<file path="src/rtl/data_axi_bridge_pkg.sv">
// data_axi_bridge_pkg
// Shared types and constants for the SRAM-like to AXI data bridge:
//   state_t          - bridge FSM states
//   SIZE_*           - data_size codes from the memory stage
//   CACHE_*          - AXI cache field values for uncached / write-back
//   normSize()       - folds the reserved size code 2'b11 onto word

package data_axi_bridge_pkg;

    typedef enum logic [2:0] {
        IDLE    = 3'd0,
        RD_ADDR = 3'd1,
        RD_DATA = 3'd2,
        WR_REQ  = 3'd3,
        WR_RESP = 3'd4
    } state_t;

    localparam logic [1:0] SIZE_BYTE = 2'b00;
    localparam logic [1:0] SIZE_HALF = 2'b01;
    localparam logic [1:0] SIZE_WORD = 2'b10;

    localparam logic [3:0] CACHE_UNCACHED = 4'b0000;
    localparam logic [3:0] CACHE_WB       = 4'b1111;

    // Size code 2'b11 has no AXI meaning here, so it is issued as a word.
    function automatic logic [1:0] normSize(input logic [1:0] size);
        return (size == 2'b11) ? SIZE_WORD : size;
    endfunction

endpackage

</file>
<file path="src/rtl/data_axi_bridge.sv">
// data_axi_bridge
// Turns the memory stage's req / addr_ok / data_ok data port into single-beat
// AXI reads and writes. One transaction is outstanding at a time.
// Ports:
//   clk, rst                 - clock, asynchronous active-low reset
//   data_req/wr/size/addr/wdata/uncached - request from memory stage
//   data_addr_ok             - request accepted (high only in IDLE)
//   data_data_ok, data_rdata - one-cycle completion pulse and load data
//   axi_addr/size/cache      - latched address fields shared by AR and AW
//   arvalid/arready, rdata/rvalid/rready        - AXI read channels
//   awvalid/awready, wdata/wstrb/wvalid/wready,
//   bvalid/bready                                - AXI write channels

module data_axi_bridge
    import data_axi_bridge_pkg::*;
(
    input  logic        clk,
    input  logic        rst,
    input  logic        data_req,
    input  logic        data_wr,
    input  logic [1:0]  data_size,
    input  logic [31:0] data_addr,
    input  logic [31:0] data_wdata,
    input  logic        data_uncached,
    output logic [31:0] data_rdata,
    output logic        data_addr_ok,
    output logic        data_data_ok,
    output logic [31:0] axi_addr,
    output logic [2:0]  axi_size,
    output logic [3:0]  axi_cache,
    output logic        arvalid,
    input  logic        arready,
    input  logic [31:0] rdata,
    input  logic        rvalid,
    output logic        rready,
    output logic        awvalid,
    input  logic        awready,
    output logic [31:0] wdata,
    output logic [3:0]  wstrb,
    output logic        wvalid,
    input  logic        wready,
    input  logic        bvalid,
    output logic        bready
);

    state_t      r_state;
    state_t      w_nextState;
    logic [31:0] r_addr;
    logic [31:0] r_wdata;
    logic [1:0]  r_size;
    logic [3:0]  r_cache;
    logic [3:0]  r_wstrb;
    logic [31:0] r_rdata;
    logic        r_dataOk;
    logic        r_awDone;
    logic        r_wDone;
    logic        w_accept;
    logic        w_awFinish;
    logic        w_wFinish;

    // Byte lanes for a store; the shift drops lanes past bit 3 for a
    // misaligned half, which the memory stage never issues.
    function automatic logic [3:0] calcWstrb(input logic [1:0] size, input logic [1:0] offs);
        case (size)
            SIZE_BYTE: return 4'b0001 << offs;
            SIZE_HALF: return 4'b0011 << offs;
            default:   return 4'b1111;
        endcase
    endfunction

    assign w_accept   = (r_state == IDLE) && data_req;
    assign w_awFinish = r_awDone || awready;
    assign w_wFinish  = r_wDone  || wready;

    // State register.
    always_ff @(posedge clk or negedge rst) begin
        if (!rst) begin
            r_state <= IDLE;
        end else begin
            r_state <= w_nextState;
        end
    end

    // Next-state logic. A write leaves WR_REQ only once both AW and W have
    // handshaken, whether together or in either order.
    always_comb begin
        w_nextState = r_state;
        case (r_state)
            IDLE:    if (data_req) w_nextState = data_wr ? WR_REQ : RD_ADDR;
            RD_ADDR: if (arready) w_nextState = RD_DATA;
            RD_DATA: if (rvalid) w_nextState = IDLE;
            WR_REQ:  if (w_awFinish && w_wFinish) w_nextState = WR_RESP;
            WR_RESP: if (bvalid) w_nextState = IDLE;
            default: w_nextState = IDLE;
        endcase
    end

    // Output logic. Valids drop per channel once that channel has handshaken.
    always_comb begin
        data_addr_ok = 1'b0;
        arvalid      = 1'b0;
        rready       = 1'b0;
        awvalid      = 1'b0;
        wvalid       = 1'b0;
        bready       = 1'b0;
        case (r_state)
            IDLE:    data_addr_ok = 1'b1;
            RD_ADDR: arvalid = 1'b1;
            RD_DATA: rready = 1'b1;
            WR_REQ: begin
                awvalid = !r_awDone;
                wvalid  = !r_wDone;
            end
            WR_RESP: bready = 1'b1;
            default: data_addr_ok = 1'b0;
        endcase
    end

    // Request capture. Everything the AXI side needs is frozen here so the
    // address, data and strobe stay stable while any valid is high.
    always_ff @(posedge clk or negedge rst) begin
        if (!rst) begin
            r_addr  <= 32'h0;
            r_wdata <= 32'h0;
            r_size  <= 2'b00;
            r_cache <= 4'h0;
            r_wstrb <= 4'h0;
        end else if (w_accept) begin
            r_addr  <= data_addr;
            r_wdata <= data_wdata;
            r_size  <= normSize(data_size);
            r_cache <= data_uncached ? CACHE_UNCACHED : CACHE_WB;
            r_wstrb <= calcWstrb(data_size, data_addr[1:0]);
        end
    end

    // Per-channel completion flags for the write address and data channels,
    // cleared whenever the FSM is outside WR_REQ.
    always_ff @(posedge clk or negedge rst) begin
        if (!rst) begin
            r_awDone <= 1'b0;
            r_wDone  <= 1'b0;
        end else if (r_state == WR_REQ) begin
            if (awready) r_awDone <= 1'b1;
            if (wready)  r_wDone  <= 1'b1;
        end else begin
            r_awDone <= 1'b0;
            r_wDone  <= 1'b0;
        end
    end

    // Completion: load data and the data_ok pulse both appear the cycle after
    // the R or B handshake, when the FSM is already back in IDLE.
    always_ff @(posedge clk or negedge rst) begin
        if (!rst) begin
            r_rdata  <= 32'h0;
            r_dataOk <= 1'b0;
        end else begin
            if (r_state == RD_DATA && rvalid) r_rdata <= rdata;
            r_dataOk <= (r_state == RD_DATA && rvalid) || (r_state == WR_RESP && bvalid);
        end
    end

    assign data_rdata   = r_rdata;
    assign data_data_ok = r_dataOk;
    assign axi_addr     = r_addr;
    assign axi_size     = {1'b0, r_size};
    assign axi_cache    = r_cache;
    assign wdata        = r_wdata;
    assign wstrb        = r_wstrb;

endmodule

</file>
<file path="config.mk">
export PLATFORM = sky130hd
export DESIGN_NAME = data_axi_bridge
export DESIGN_NICKNAME = d
export VERILOG_FILES = /design/src/rtl/data_axi_bridge_pkg.sv /design/src/rtl/data_axi_bridge.sv
export SDC_FILE = /design/constraint.sdc
export NUM_CORES = 1
export LEC_CHECK = 0
export ABC_AREA = 1
export CAP_MARGIN = 20
export CORE_AREA = 2 2 125 127
export CTS_CLUSTER_DIAMETER = 50
export DETAILED_ROUTE_END_ITERATION = 16
export DIE_AREA = 0 0 127 129
export GPL_TIMING_DRIVEN = 0
export PLACE_DENSITY_LB_ADDON = 0.15
export SYNTH_ARGS = -nofsm -noshare
export SYNTH_HDL_FRONTEND = slang
export SYNTH_SLANG_ARGS = --single-unit
export TNS_END_PERCENT = 100
</file>
<file path="constraint.sdc">
create_clock -name clk -period 1.32 [get_ports clk]
set_clock_uncertainty 0.1 [all_clocks]
set_input_delay 0.198 -clock clk [delete_from_list [all_inputs] [get_ports clk]]
set_output_delay 0.198 -clock clk [all_outputs]
set_load 0.02 [all_outputs]
</file>
==> results.py, run 1 <==
metrics = {
    "drt": {
        "wirelength_mm": 14.5,
        "drt-wirelength-per-cell_um": 15.0,
        "vias": 4334,
        "ant_nets": 0,
        "drt_iter0_drc": 152,
        "drc": 0,
        "vias_per_cell": 4.46,
        "dr.pass1.iters": 4,
    },
    "grt": {
        "antenna_found_initial": 0,
        "grt.overflow.total": 0,
        "grt_max_degree": 61,
        "track_usage_pct": 17.6,
        "grt_pass1_vias": 4391,
        "grt_pass1_wl_mm": 22.8,
    },
    "cts": {
        "cts_tree": "done",
        "clk_path_buf_depth": 2,
        "cts.clk_slew.worst_paths_ns": 0.07,
        "cts_buffers": 9,
        "root_buffer": "clkbuf_16",
        "clk_latency_ns": 0.35,
        "ctsHtreeMaxLevel": 3,
        "cts_sinks": 109,
    },
    "final_layout": {
        "drive_above_1_share_pct": 44.1,
        "multiInputGateArea_um2": 1980,
        "synthToLayoutAreaGrowth_pct": 82.1,
        "n_antenna_cell": 0,
        "seq_area_um2": 2730,
        "nFillCells": 1407,
        "fin_nets": 886,
    },
    "timing": {
        "period_minus_slack_ns": 1.61,
        "clock.fmax_mhz": 620,
        "min_period_over_period_pct": 122,
        "setup_viol": 115,
        "hold_viol": 0,
        "worst_slack_ns": -0.294,
        "finalSetupTns_ns": -23.66,
        "drv_slew": 0,
        "rsz0062_at_grt": "true",
        "tightest_slew_ns": 0.500,
        "maxSlewHeadroom_pct": 66.6,
    },
    "synthesis": {
        "synth.distinct_cells": 22,
        "ys_ff_latch": 109,
        "synth_top_area_cell": "dfrtp_1",
        "avgSynthCellArea_um2": 8.90,
        "netlist.area_leader.share_pct": 61.3,
        "synth.area.top_cells": "dfrtp_1, nand2_1, nand3_1, buf_4, nand2_2",
        "ys_async_sr_fraction_pct": 100,
        "synth_edf_count": 0,
        "synth_top_flop_cell": "dfrtp_1",
        "yosysSeqAreaShare_pct": 61.3,
        "synth.most_common_cell": "nand2_1",
        "synthCells": 500,
        "yosysWarnings": 0,
        "synth_nets": 608,
        "netlist_area_um2": 4450,
        "synthTopCellsByCount": "nand2_1, dfrtp_1, nand3_1, inv_1, nand2_2",
    },
    "power": {
        "p_leak_nw": 4.17,
        "p_per_area_nw_per_um2": 2480,
        "total_power_mw": 20.1,
        "peakVddDrop_mv": 1.04,
    },
    "critical_path": {
        "critPathRequiredTime_ns": 1.02,
        "startpoint_type": "flop",
        "path_class": "flop to output pin",
        "path_max_fanout": 5,
        "end_kind": "output pin",
        "critPathArrivalTime_ns": 1.32,
    },
    "floorplan": {
        "dieWidth_um": 127,
        "fp.coreArea_um2": 15000,
        "io_pins": 222,
        "initial_core_util_pct": 29.7,
        "die-area_um2": 16400,
        "rows": 45,
        "die_y_um": 129,
    },
    "place": {
        "gp_congestion": 0.747,
        "dp_hpwl_mm": 9.45,
        "portBuffers": 219,
    },
    "run_status": {
        "outcome": "finished, violations left",
        "violations": "negative setup slack",
    },
    "job": {
        "cap_violations": 0,
    },
    "worst_hold_path": {
        "min_path_type": "input port to flop",
    },
}
-- worst paths after layout --
path                                       startpoint                    endpoint  slack (ns)  depth (start not counted)
max                            r_state[2]$_DFFE_PN0P_                      bready       -0.29                          5
min                                            rvalid  data_rdata[31]$_DFFE_PN0P_        0.22                          3
max reg2reg                    r_state[2]$_DFFE_PN0P_        wdata[1]$_DFFE_PN0P_       -0.28                          8
min reg2reg                data_rdata[21]$_DFFE_PN0P_  data_rdata[21]$_DFFE_PN0P_        0.37                          2
max in group asynchronous                         rst  data_rdata[12]$_DFFE_PN0P_        0.21                          3
min in group asynchronous                         rst    axi_addr[27]$_DFFE_PN0P_        0.26                          2
-- metal layers --
layer	track usage, %	share of wire, %	vias to the layer above	routed length (µm)
met4	5.75	2.1	0	301
met3	5.24	7.3	21	1060
met5	0	0	-	0
met1	21.0	41	2068	5930
met2	30.6	50	161	7240
li1	-	-	2084	-
-- power by group --
group	internal, mW	switching, mW
Combinational	5.14	6.22
Clock	1.53	1.22
Sequential	4.90	1.08
-- logic make-up (layout without fill, tap and decap cells) --
kind of cell,after synthesis,after routing,synth area share [%]
flip-flops,109,109,61.3
other,1,1,0.0843
AND/OR/NAND/NOR,327,327,30.1
buffers and inverters,48,331,6.61
AO/OA/AOI/OAI,15,15,1.91
-- state kept, by name, summed over array words and instances, names as in the netlist --
signal and flops:
r_size 2, r_wDone 1, r_state 3, data_rdata 32, r_awDone 1, wstrb 4
axi_cache 1, data_data_ok 1, wdata 32, axi_addr 32
-- metrics by stage --
stage | hold WS [ns] | instances | area, µm² | util [%] | setup slack (ns)
global placement | 0.353 | 907 | 6900 | 46.1 | -4.67
global route | 0.231 | 971 | 8100 | 54.1 | -0.351
finish | 0.219 | 971 | 8100 | 54.1 | -0.294
CTS | 0.203 | 960 | 7980 | 53.3 | -0.317
floorplan | -0.198 | 500 | 4470 | - | -0.122
detailed placement | 0.186 | 908 | 6930 | 46.2 | -0.632
-- repair_timing --
action	4_1_cts	5_1_grt
hold endpoints to repair	49	0
setup buffers	21	14
hold buffers	1	0
gates cloned	15	3
setup endpoints to repair	217	242
pin swaps	22	48
gates resized for setup	483	218
-- cell usage in the layout, fill, tap and decap left out --
cell / instances
inv_1: 13
bufinv_16: 1
dlygate4sd3_1: 1
dfrtp_2: 2
o21bai_1: 1
a21oi_2: 1
buf_12: 3
nor2_4: 7
inv_2: 2
nand2_8: 2
clkdlybuf4s15_2: 15
clkbuf_16: 12
nand2_4: 34
clkinv_2: 1
o21ai_0: 2
a21oi_1: 3
clkbuf_2: 2
buf_4: 21
clkbuf_1: 5
nand2_1: 161
o21ai_2: 6
nor2_2: 1
nand2_2: 79
a2bb2oi_2: 2
nand3_1: 35
conb_1: 1
inv_4: 3
buf_16: 7
buf_2: 86
nor2_1: 4
clkdlybuf4s50_1: 105
clkinvlp_4: 1
nand3_2: 2
clkinv_4: 2
dfrtp_1: 107
nor3_4: 2
buf_6: 37
clkbuf_8: 1
buf_8: 13
-- worst max-delay path, cell delays in order, from the launching register on --
cell and delay (ns):
dfrtp_2 0.48, buf_4 0.17, buf_6 0.11, nand2_4 0.06, inv_2 0.03, buf_6 0.12
-- layout make-up --
class | count | share of cell area [%]
clock inverter | 5 | 0.741
timing repair buffer | 270 | 30.5
inverter | 18 | 0.926
multi-input combinational | 343 | 24.4
tap | 188 | 2.90
clock buffer | 11 | 3.00
sequential | 109 | 33.7
buffer | 27 | 3.88
Note: power is estimated with default switching activity, not from simulation.
==> run 2: changes to the inputs <==
--- a/config.mk
+++ b/config.mk
@@ -13,6 +13,7 @@
 export DIE_AREA = 0 0 127 129
 export GPL_TIMING_DRIVEN = 0
 export PLACE_DENSITY_LB_ADDON = 0.15
+export SLEW_MARGIN = 20
 export SYNTH_ARGS = -nofsm -noshare
 export SYNTH_HDL_FRONTEND = slang
 export SYNTH_SLANG_ARGS = --single-unit
==> run 2 against run 1 <==
The flow still finishes with violations (negative setup slack). Register-to-register slack hardly changed. Global-route usage hardly changed. Via count hardly changed. Worst hold slack worse by 0.010 ns. Critical path type unchanged.
==> results.py, run 2 (synthesis gave the netlist of run 1 again) <==
metrics = {
    "run_status": {
        "outcome": "finished, violations left",
        "violations": "negative setup slack",
    },
    "drt": {
        "drt_iter0_drc": 159,
        "drc": 0,
        "vias": 4331,
        "dr.pass1.iters": 4,
        "wirelength_mm": 14.5,
        "drt-wirelength-per-cell_um": 15.0,
        "vias_per_cell": 4.47,
        "ant_nets": 0,
    },
    "floorplan": {
        "dieWidth_um": 127,
        "fp.coreArea_um2": 15000,
        "die-area_um2": 16400,
        "io_pins": 222,
        "initial_core_util_pct": 29.7,
        "rows": 45,
        "die_y_um": 129,
    },
    "final_layout": {
        "synthToLayoutAreaGrowth_pct": 83.6,
        "fin_nets": 883,
        "final_cell_mix": "nand2_1, dfrtp_1, clkdlybuf4s50_1",
        "fin_cells": 968,
        "drive_above_1_share_pct": 45.3,
        "finalCoreUtilization_pct": 54.6,
        "n_antenna_cell": 0,
        "mostFrequentLayoutCell": "nand2_1",
    },
    "cts": {
        "ctsHtreeMaxLevel": 3,
        "clk_path_buf_depth": 2,
        "cts.clk_slew.worst_paths_ns": 0.07,
        "cts_sinks": 109,
        "clk_latency_ns": 0.34,
        "root_buffer": "clkbuf_16",
        "cts_buffers": 9,
        "cts_tree": "done",
    },
    "timing": {
        "setup_viol": 117,
        "whs_ns": 0.209,
        "min_period_over_period_pct": 123,
        "worst_slack_ns": -0.297,
        "hold_viol": 0,
        "rsz0062_at_grt": "true",
        "period_minus_slack_ns": 1.62,
        "drv_slew": 0,
        "clock.fmax_mhz": 618,
    },
    "power": {
        "internal-power_mw": 11.7,
        "power.switching_mw": 8.48,
        "p_per_area_nw_per_um2": 2470,
        "peakVddDrop_mv": 0.924,
        "seqPwrFrac_pct": 29.8,
        "p_leak_nw": 4.16,
        "power_frac_comb_pct": 56.7,
        "p_sw_share_pct": 42.0,
        "p_clk_share_pct": 13.6,
    },
    "grt": {
        "grt_pass1_vias": 4411,
        "track_usage_pct": 17.6,
        "grt.overflow.total": 0,
        "grt_pass1_wl_mm": 22.7,
        "grt_max_degree": 61,
        "antenna_found_initial": 0,
    },
    "critical_path": {
        "end_kind": "output pin",
        "critPathArrivalTime_ns": 1.32,
        "r2r_slack_ns": -0.27,
        "critPathRequiredTime_ns": 1.02,
        "path_max_fanout": 5,
        "path_class": "flop to output pin",
        "startpoint_type": "flop",
    },
    "job": {
        "cap_violations": 0,
    },
    "worst_hold_path": {
        "min_path_type": "input port to flop",
    },
    "place": {
        "portBuffers": 219,
        "dp_cells": 908,
        "dp_hpwl_mm": 9.38,
        "gp_congestion": 0.747,
    },
}
-- run 2: cell count changes in the layout (fill, tap and decap cells not counted), sizes merged --
cell           previous run  this run
clkdlybuf4s15            15        24
clkbuf                   20        22
buf                     167       153
-- run 2: layout make-up --
| class | count | area (µm²) |
|---|---|---|
| timing repair buffer | 269 | 2540 |
| multi-input combinational | 343 | 2000 |
| clock buffer | 11 | 243 |
| inverter | 18 | 67.6 |
| clock inverter | 5 | 60.1 |
| tap | 188 | 235 |
| fill | 1400 | 6810 |
| sequential | 109 | 2730 |
| buffer | 25 | 300 |
-- run 2: per-stage QoR --
step                      power (mW)  cell area [µm²]  TNS, ns  setup WS (ns)
final                           20.2             8170   -22.87         -0.297
after global routing            21.5             8170   -32.07         -0.369
after CTS                       19.7             8100   -24.99         -0.316
after detailed placement        15.2             6930   -36.89         -0.633
after global placement          15.0             6900  -498.20          -4.67
after floorplan                 10.6             4470    -5.57         -0.122
-- run 2: path summary, 6_finish.rpt --
check / startpoint / endpoint / cells after the start
setup reg to reg: r_state[2]$_DFFE_PN0P_ / axi_addr[29]$_DFFE_PN0P_ / 8
setup / recovery: r_state[2]$_DFFE_PN0P_ / rready / 3
hold reg to reg: data_rdata[25]$_DFFE_PN0P_ / data_rdata[25]$_DFFE_PN0P_ / 2
hold / removal: rvalid / data_rdata[31]$_DFFE_PN0P_ / 3
min in group asynchronous: rst / axi_addr[27]$_DFFE_PN0P_ / 2
max in group asynchronous: rst / axi_cache[2]$_DFFE_PN0P_ / 3
-- run 2: metal layers --
metal | vias up | track usage [%] | wire (µm)
met5 | - | 0 | 0
li1 | 2084 | - | -
met3 | 21 | 4.82 | 1050
met4 | 0 | 6.08 | 305
met1 | 2073 | 21.1 | 6000
met2 | 153 | 30.6 | 7150
-- run 2: repair_timing --
item / in CTS / in global routing
resized for setup: 458 / 235
gates cloned: 14 / 2
setup endpoints to repair: 217 / 189
hold endpoints to repair: 49 / 0
buffers inserted: 21 / 16
hold buffers: 1 / 0
pin swaps: 26 / 52
-- run 2: critical path: stages, from the launching register on --
cell and delay, ns:
dfrtp_2 0.47, nor3_4 0.26, buf_6 0.14, buf_6 0.11
-- run 2: power by group through the flow --
stage / registers [mW] / clock network (mW) / logic [mW]
after floorplan: 7.59 / 0 / 3.05
after global placement: 5.75 / 0 / 9.27
after detailed placement: 5.82 / 0 / 9.37
after CTS: 5.88 / 2.84 / 11.0
after global routing: 6.23 / 2.99 / 12.3
final: 6.00 / 2.74 / 11.4
==> run 3: changes to the inputs <==
==> constraint.sdc (replaced) <==
create_clock -name clk -period 1.9 [get_ports clk]
set_clock_uncertainty 0.1 [all_clocks]
set_input_delay 0.285 -clock clk [delete_from_list [all_inputs] [get_ports clk]]
set_output_delay 0.285 -clock clk [all_outputs]
set_load 0.02 [all_outputs]
==> run 3 against run 2 <==
Count of clock-buffer cells in the layout grew 2. The flow now finishes without violations. Worst setup slack better by 0.39 ns. Critical path depth grew 1. Cell area fell by 11%. Critical endpoint unchanged. Largest power group unchanged. Final cell count is 4.0% lower. Sequential power decreased by 33%. Die area did not move. Power is 39% lower. Critical path type unchanged. Highest routed layer unchanged.
==> results.py, run 3 (synthesis gave the netlist of run 1 again) <==
metrics = {
    "grt": {
        "grt_pass1_vias": 4017,
        "grt_pass1_wl_mm": 20.7,
        "track_usage_pct": 16.0,
        "antenna_found_initial": 0,
        "grt.overflow.total": 0,
        "grt_max_degree": 59,
    },
    "power": {
        "p_leak_nw": 3.60,
        "p_per_area_nw_per_um2": 1710,
        "power.switching_mw": 4.88,
        "p_clk_share_pct": 15.8,
        "power_frac_comb_pct": 51.9,
        "internal-power_mw": 7.50,
        "peakVddDrop_mv": 0.659,
        "p_sw_share_pct": 39.4,
        "seqPwrFrac_pct": 32.4,
    },
    "worst_hold_path": {
        "min_path_type": "input port to flop",
        "hp-start": "rvalid",
    },
    "place": {
        "gp_congestion": 0.794,
        "portBuffers": 219,
        "dp_hpwl_mm": 9.53,
        "dp_slack_ns": -0.260,
    },
    "critical_path": {
        "critPathRequiredTime_ns": 1.51,
        "rr_worst_depth": 8,
        "r2r_slack_ns": 0.28,
        "critPathArrivalTime_ns": 1.42,
        "startpoint_type": "flop",
        "reg2reg_to": "data_rdata[13]$_DFFE_PN0P_",
        "path_class": "flop to output pin",
        "end_kind": "output pin",
        "startpoint": "r_state[0]$_DFFE_PN0P_",
        "critPathCapture": "rready",
        "timing.rr.start": "r_state[0]$_DFFE_PN0P_",
        "path_max_fanout": 10,
    },
    "cts": {
        "cts_tree": "done",
        "cts_buffers": 9,
        "clk_latency_ns": 0.34,
        "clk_path_buf_depth": 2,
        "root_buffer": "clkbuf_16",
        "cts_sinks": 109,
        "ctsHtreeMaxLevel": 3,
        "cts.clk_slew.worst_paths_ns": 0.07,
    },
    "final_layout": {
        "n_antenna_cell": 0,
        "finalCoreUtilization_pct": 48.4,
        "fin_nets": 844,
        "final_cell_mix": "nand2_1, clkdlybuf4s50_1, dfrtp_1",
        "synthToLayoutAreaGrowth_pct": 62.9,
        "nFillCells": 1416,
        "mostFrequentLayoutCell": "nand2_1",
        "drive_above_1_share_pct": 9.85,
    },
    "floorplan": {
        "die_y_um": 129,
        "fp.coreArea_um2": 15000,
        "rows": 45,
        "dieWidth_um": 127,
        "initial_core_util_pct": 29.7,
        "io_pins": 222,
        "die-area_um2": 16400,
    },
    "timing": {
        "period_minus_slack_ns": 1.81,
        "min_period_over_period_pct": 95.3,
        "worst_slack_ns": 0.0901,
        "finalSetupTns_ns": 0,
        "rsz0062_at_grt": "false",
        "setup_viol": 0,
        "clock.fmax_mhz": 553,
        "drv_slew": 0,
        "hold_viol": 0,
    },
    "run_status": {
        "outcome": "completed",
    },
    "drt": {
        "dr.pass1.iters": 4,
        "drt-wirelength-per-cell_um": 13.8,
        "ant_nets": 0,
        "wirelength_mm": 12.8,
        "vias": 3983,
        "vias_per_cell": 4.29,
        "drt_iter0_drc": 171,
        "drc": 0,
    },
    "job": {
        "cap_violations": 0,
    },
}
run 3: changes by cell type in the layout (fill, tap and decap cells not counted), moves of 24 or more:
cell | previous run | this run
nand2_1 | 144 | 263
clkdlybuf4s15_2 | 24 | 0
clkdlybuf4s50_1 | 105 | 209
nand2_4 | 37 | 1
nand2_2 | 94 | 12
buf_2 | 75 | 7
run 3: per-layer routing:
metal	part of all wire (%)	GRT usage, %	vias up
met3	9.2	5.41	21
met4	2.4	6.46	0
li1	-	-	2000
met2	44	24.4	160
met1	44	20.9	1802
met5	0	0	-
run 3: worst min path at each step:
stage | to | slack, ns | depth (start not counted)
floorplan | axi_addr[0]$_DFFE_PN0P_ | -0.11 | 0
global placement | data_rdata[26]$_DFFE_PN0P_ | 0.35 | 2
detailed placement | wdata[0]$_DFFE_PN0P_ | 0.17 | 1
CTS | data_rdata[31]$_DFFE_PN0P_ | 0.19 | 3
global route | data_rdata[31]$_DFFE_PN0P_ | 0.22 | 3
finish | data_rdata[31]$_DFFE_PN0P_ | 0.20 | 3
run 3: repair_timing:
| item | CTS | global route |
|---|---|---|
| endpoints found under the hold margin | 51 | 0 |
| setup buffers | 1 | 3 |
| pin swaps | 1 | 1 |
| cloned | 0 | 0 |
| setup endpoints to repair | 6 | 9 |
| resized for setup | 19 | 11 |
| hold buffers | 1 | 0 |
run 3: critical path: stages (launching register included):
cell and delay, ns:
dfrtp_1 0.36, buf_4 0.17, nor3_4 0.22, buf_6 0.16
buf_2 0.17
run 3: layout make-up:
type                            count  area, µm²  share of cell area, %
Clock buffer                       13        270                   3.73
Tap cell                          188        235                   3.24
Buffer                             30        235                   3.24
Timing Repair Buffer              225       2240                   30.9
Clock inverter                      3       42.5                  0.587
Multi-Input combinational cell    343       1430                   19.7
Sequential cell                   109       2730                   37.6
Inverter                           18       67.6                  0.932
run 3: power by group through the flow:
| stage | Combinational, mW | Clock, mW | Sequential [mW] |
|---|---|---|---|
| CTS | 6.51 | 2.02 | 4.02 |
| floorplan | 2.08 | 0 | 5.27 |
| detailed placement | 6.48 | 0 | 4.05 |
| finish | 6.42 | 1.95 | 4.01 |
| global route | 7.01 | 2.13 | 4.15 |
| global placement | 6.42 | 0 | 4.02 |
run 3: per-stage QoR:
step	area (µm²)	hold slack (ns)	instances	power, mW
finish	7250	0.205	929	12.4
global route	7250	0.219	929	13.3
CTS	7240	0.195	926	12.5
detailed placement	6910	0.171	908	10.5
global placement	6880	0.354	907	10.4
floorplan	4450	-0.111	500	7.35
